[src/rtl/mips_pkg.sv]
// Shared fetch-stage types and constants.
// Holds the fetch FSM encoding, the instruction width and the PC increment.
package mips_pkg;
    localparam int          INSTR_W   = 32;
    localparam logic [31:0] NOP_INSTR = 32'h0000_0000;
    localparam int          PC_STEP   = 4;

    typedef enum logic [1:0] {
        IDLE,
        REQ,
        WAIT,
        HOLD
    } fetch_state_t;
endpackage

[src/rtl/fetch_skid_buf.sv]
// One-entry skid buffer that parks a fetched word while decode stalls.
// Priority is clear, then load, then pop. The output is registered, so the buffer adds one cycle.
module fetch_skid_buf
    import mips_pkg::*;
#(
    parameter int AW = 32
) (
    input  logic               clk,
    input  logic               reset,
    input  logic               load,
    input  logic               pop,
    input  logic               clear,
    input  logic [INSTR_W-1:0] load_instr,
    input  logic [AW-1:0]      load_pc,
    input  logic               load_misaligned,
    output logic               valid,
    output logic [INSTR_W-1:0] instr,
    output logic [AW-1:0]      pc,
    output logic               misaligned
);

    always_ff @(posedge clk or negedge reset) begin
        if (!reset) begin
            valid      <= 1'b0;
            instr      <= NOP_INSTR;
            pc         <= '0;
            misaligned <= 1'b0;
        end else if (clear) begin
            valid <= 1'b0;
        end else if (load) begin
            valid      <= 1'b1;
            instr      <= load_instr;
            pc         <= load_pc;
            misaligned <= load_misaligned;
        end else if (pop) begin
            valid <= 1'b0;
        end
    end

endmodule

[src/rtl/instr_fetch.sv]
// Fetch stage: one outstanding imem request, PC advance on grant, and an IF/ID register backed by a skid entry.
// A flush kills the IF/ID contents and any in-flight response.
module instr_fetch
    import mips_pkg::*;
#(
    parameter int            AW       = 32,
    parameter logic [AW-1:0] RESET_PC = '0
) (
    input  logic               clk,
    input  logic               reset,
    input  logic [AW-1:0]      pc_in,
    output logic               pc_en,
    output logic               imem_req,
    output logic [AW-1:0]      imem_addr,
    input  logic               imem_gnt,
    input  logic               imem_rvalid,
    input  logic [INSTR_W-1:0] imem_rdata,
    input  logic               flush,
    input  logic               id_ready,
    output logic               if_valid,
    output logic [INSTR_W-1:0] if_instr,
    output logic [AW-1:0]      if_pc,
    output logic [AW-1:0]      if_pc_plus4,
    output logic               if_misaligned
);

    fetch_state_t       state;
    logic               drop;
    logic [AW-1:0]      req_pc;
    logic               req_mis;

    logic               rsp_take, rsp_direct, skid_load, skid_pop;
    logic               skid_valid, skid_mis;
    logic [INSTR_W-1:0] skid_instr;
    logic [AW-1:0]      skid_pc;
    logic               ld_en, ld_mis;
    logic [INSTR_W-1:0] ld_instr;
    logic [AW-1:0]      ld_pc;

    assign imem_req  = (state == REQ) && !flush;
    assign pc_en     = imem_req && imem_gnt;
    assign imem_addr = (state == REQ) ? {pc_in[AW-1:2], 2'b00} : '0;

    // A response is kept only if no flush is pending against it or arriving with it.
    assign rsp_take   = (state == WAIT) && imem_rvalid && !flush && !drop;
    assign rsp_direct = rsp_take && (!if_valid || id_ready);
    assign skid_load  = rsp_take && !rsp_direct;
    assign skid_pop   = (state == HOLD) && !flush && id_ready && skid_valid;

    always_comb begin
        ld_en    = rsp_direct || skid_pop;
        ld_instr = imem_rdata;
        ld_pc    = req_pc;
        ld_mis   = req_mis;
        if (skid_pop) begin
            ld_instr = skid_instr;
            ld_pc    = skid_pc;
            ld_mis   = skid_mis;
        end
    end

    fetch_skid_buf #(.AW(AW)) u_skid (
        .clk             (clk),
        .reset           (reset),
        .load            (skid_load),
        .pop             (skid_pop),
        .clear           (flush),
        .load_instr      (imem_rdata),
        .load_pc         (req_pc),
        .load_misaligned (req_mis),
        .valid           (skid_valid),
        .instr           (skid_instr),
        .pc              (skid_pc),
        .misaligned      (skid_mis)
    );

    always_ff @(posedge clk or negedge reset) begin
        if (!reset) begin
            state   <= IDLE;
            drop    <= 1'b0;
            req_pc  <= '0;
            req_mis <= 1'b0;
        end else begin
            case (state)
                IDLE: state <= REQ;
                REQ: begin
                    if (pc_en) begin
                        req_pc  <= pc_in;
                        req_mis <= |pc_in[1:0];
                        state   <= WAIT;
                    end
                end
                WAIT: begin
                    if (imem_rvalid) begin
                        drop  <= 1'b0;
                        state <= skid_load ? HOLD : REQ;
                    end else if (flush) begin
                        drop <= 1'b1;
                    end
                end
                HOLD: begin
                    if (flush || skid_pop) state <= REQ;
                end
                default: state <= IDLE;
            endcase
        end
    end

    always_ff @(posedge clk or negedge reset) begin
        if (!reset) begin
            if_valid      <= 1'b0;
            if_instr      <= NOP_INSTR;
            if_pc         <= RESET_PC;
            if_pc_plus4   <= RESET_PC + AW'(PC_STEP);
            if_misaligned <= 1'b0;
        end else if (ld_en) begin
            if_valid      <= 1'b1;
            if_instr      <= ld_instr;
            if_pc         <= ld_pc;
            if_pc_plus4   <= ld_pc + AW'(PC_STEP);
            if_misaligned <= ld_mis;
        end else if (flush || (if_valid && id_ready)) begin
            if_valid <= 1'b0;
        end
    end

endmodule

[config.mk]
export PLATFORM = sky130hd
export DESIGN_NAME = instr_fetch
export DESIGN_NICKNAME = d
export VERILOG_FILES = /design/src/rtl/mips_pkg.sv /design/src/rtl/fetch_skid_buf.sv /design/src/rtl/instr_fetch.sv
export SDC_FILE = /design/constraint.sdc
export NUM_CORES = 1
export LEC_CHECK = 0
export ABC_AREA = 1
export CAP_MARGIN = 20
export CORE_MARGIN = 4
export CORE_UTILIZATION = 50
export CTS_BUF_LIST = sky130_fd_sc_hd__clkbuf_16
export DETAILED_ROUTE_END_ITERATION = 8
export PLACE_DENSITY = 0.79
export SYNTH_ARGS = -nofsm -noshare
export SYNTH_HDL_FRONTEND = slang
export SYNTH_SLANG_ARGS = --single-unit
[constraint.sdc]
create_clock -name clk -period 5 [get_ports clk]
set_input_delay 0.5 -clock clk [delete_from_list [all_inputs] [get_ports clk]]
set_output_delay 0.5 -clock clk [all_outputs]
set_load 0.005 [all_outputs]
==> metrics.cfg <==
[setup_path]
slowest_delay_ps=640
path_buf_inv=2
r2r_cells=14
critPathMaxFanout=47
cp.required_ps=5320
ff2ff_setup_slack_ps=1560
crit_cells=14
path_cells=ha_1 -> nand2_1 -> clkinv_2 -> nand2_4 -> buf_4 -> nand2_1 -> nand2_2 -> nand2_1 -> nor2_2 -> nand2_2 -> nor2_2 -> nand3_1 -> nand3_1 -> nand2_1
worst_setup_path_start_kind=flop
cp_top_family=simple AND/OR/NAND/NOR gates
setup.worst_path.end_class=flop
crit_top_cell=nand2_1
arrival_ps=3760
worst-setup-path-type=flop to flop
critPathSlowestCell=nand2_4

[global_routing]
grt_util_all_layers=0.2294
grt_max_degree=113
grt_pass1_vias=7430
grt_antenna_before_repair=0
overflow=0
grt_pass1_wl_mm=37.75

[routing]
vias=7889
via_per_inst=5.214
drc_errors=0
wl_per_cell_um=15.53
drt_iter0_drc=684
ant_nets=0
firstDrtPassIters=5
finalWirelength_mm=23.50

[hold_path]
min_path_type=primary input to async pin

[clocking]
htreeDepth=4
cts_tree=built
cts_hold_buf=0
cts_buffers=17
clk_pin_slew_ps=70
cts.sinks=198
clockBufferDepth=2
clock-root-buffer=clkbuf_16
ctsResizeCount=0
post_cts_buffers=0
clk_latency_ps=430

[logic_synthesis]
ys_async_sr_fraction=1.000
syn_inst=1102
avgSynthCellArea_um2=8.423
synth_enable_flop_cells=0
synth_top_area_frac=0.5311
ys_seq_area_frac=0.5339
yosys.area.top_type=dfrtp_1
yosys_warnings=0
syn_area_um2=9283
synth_ff_type=dfrtp_1
synth.distinct_cells=38
ys_ff_latch=198
ys_top_cells_by_area=dfrtp_1 (53%), nand2_1 (14%), o21ai_0 (4.7%)

[power]
powerDensity_nw_per_um2=501.5
power_switching_w=0.001996
power_frac_clock=0.221
switching_share=0.3333
p_leak_nw=5.719
ir_worst_vdd_v=0.0002736
combPwrFrac=0.376
p_int_w=0.003993
p_seq_frac=0.403

[flow_run]
maxCapViolations=0

[outcome]
status=finished, final reports clean

[sta]
fin_crit_sh=0.6889
fin_skew_ps=7.970
slew_viol_final=0
max_slew_margin=0.3907
finalHoldViolCount=0
fin_crit_ps=3444
rsz0062_at_grt=no
fin_tns_setup_ps=0
timing.fmax_mhz=290.3
setup_viol=0
worstMarginPinSlew_ps=913.9

[final_layout]
utilization=0.6602
fillCellCount=1493
layout_commonest_cell=nand2_1
drive_gt1_frac=0.09891
nNetsFinal=1346
syn_to_final_growth_pct=28.63
antenna_cells=0
layout_common_cells=nand2_1 (349), clkdlybuf4s50_1 (198), dfrtp_1 (197), inv_1 (104), o21ai_0 (88)

[placement]
dp_hpwl_mm=16.42
io_buffers=199
gp_congestion=0.8859

[die]
initial_utilization=0.5132
die_y_um=144.3
num_rows=49
core_um2=18090
die_w_um=144.3
die-area_um2=20810
io_pins=202

==> registers in the layout (all words and copies together), names as in the netlist <==
| signal | cells |
|---|---|
| u_skid.misaligned | 1 |
| if_valid | 1 |
| u_skid.instr | 32 |
| if_pc | 32 |
| u_skid.pc | 32 |
| req_pc | 32 |
| req_mis | 1 |
| u_skid.valid | 1 |
| state | 2 |
| drop | 1 |
| if_instr | 32 |
| if_misaligned | 1 |
| if_pc_plus4 | 30 |
==> synth_stat cells (3+ instances only) <==
cell type / count
nand2_2: 20
mux2_2: 33
o211ai_1: 7
nand3_2: 4
dfrtp_1: 197
buf_1: 3
buf_2: 19
o21ai_0: 88
ha_1: 4
buf_6: 4
nor2_4: 6
nand2_1: 350
clkbuf_1: 26
inv_1: 105
nor2_1: 87
buf_4: 6
nor2_2: 14
a31oi_1: 37
nand3_1: 66
nand4_1: 3
==> layer usage <==
layer / wire [µm] / vias up / track usage
met5: 0 / - / 0
met4: 412 / 0 / 0.06726
met3: 1599 / 34 / 0.04663
met2: 10920 / 293 / 0.3542
met1: 10570 / 3720 / 0.3314
li1: - / 3842 / -
==> power groups by stage <==
stage | sequential (W) | combinational [W] | clock [W]
floorplan | 0.00239 | 0.00100 | 0
global placement | 0.00243 | 0.00219 | 0
detailed placement | 0.00244 | 0.00225 | 0
CTS | 0.00241 | 0.00226 | 0.00134
global route | 0.00247 | 0.00250 | 0.00141
finish | 0.00241 | 0.00225 | 0.00132
==> final cells by class <==
class,count,area (µm²),share of cell area
Sequential cell,198,4956,0.4151
Clock buffer,17,425.4,0.03563
Tap cell,229,286.5,0.02400
Clock inverter,14,135.1,0.01132
Multi-Input combinational cell,737,3620,0.3032
Inverter,108,406.6,0.03406
Timing Repair Buffer,210,2111,0.1768
==> metrics by stage <==
stage / area [µm²] / std cells / hold slack (ps) / total power (W) / worst slack (ps)
2_1_floorplan: 9286 / 1103 / 204.4 / 0.003394 / 2891
3_3_place_gp: 11330 / 1480 / 454.8 / 0.004621 / 1424
3_5_place_dp: 11350 / 1481 / 460.7 / 0.004688 / 1299
4_1_cts: 11910 / 1512 / 203.3 / 0.006015 / 1572
5_1_grt: 11940 / 1513 / 243.5 / 0.006376 / 1234
6_report: 11940 / 1513 / 155.3 / 0.005988 / 1556
==> worst paths after layout <==
kind | startpoint | endpoint
worst max-delay path | state[0] | if_pc_plus4[30]
max in group asynchronous | reset | if_pc[4]
worst max register to register | state[0] | if_pc_plus4[30]
min in group clk | if_pc[5] | if_pc[5]
worst min-delay path | reset | if_instr[11]
worst min register to register | if_pc[5] | if_pc[5]
==> cell families after synthesis <==
logic type,Yosys count,synth area share
AND/OR/NAND/NOR,555,0.2548
adder cells (fa/ha/maj),4,0.005392
flip-flops,198,0.5339
buffers and inverters,168,0.07871
multiplexers,33,0.04003
XOR/XNOR,3,0.002831
AO/OA/AOI/OAI,140,0.08397
other,1,0.0004040
Power figures use the tool's default switching activity.
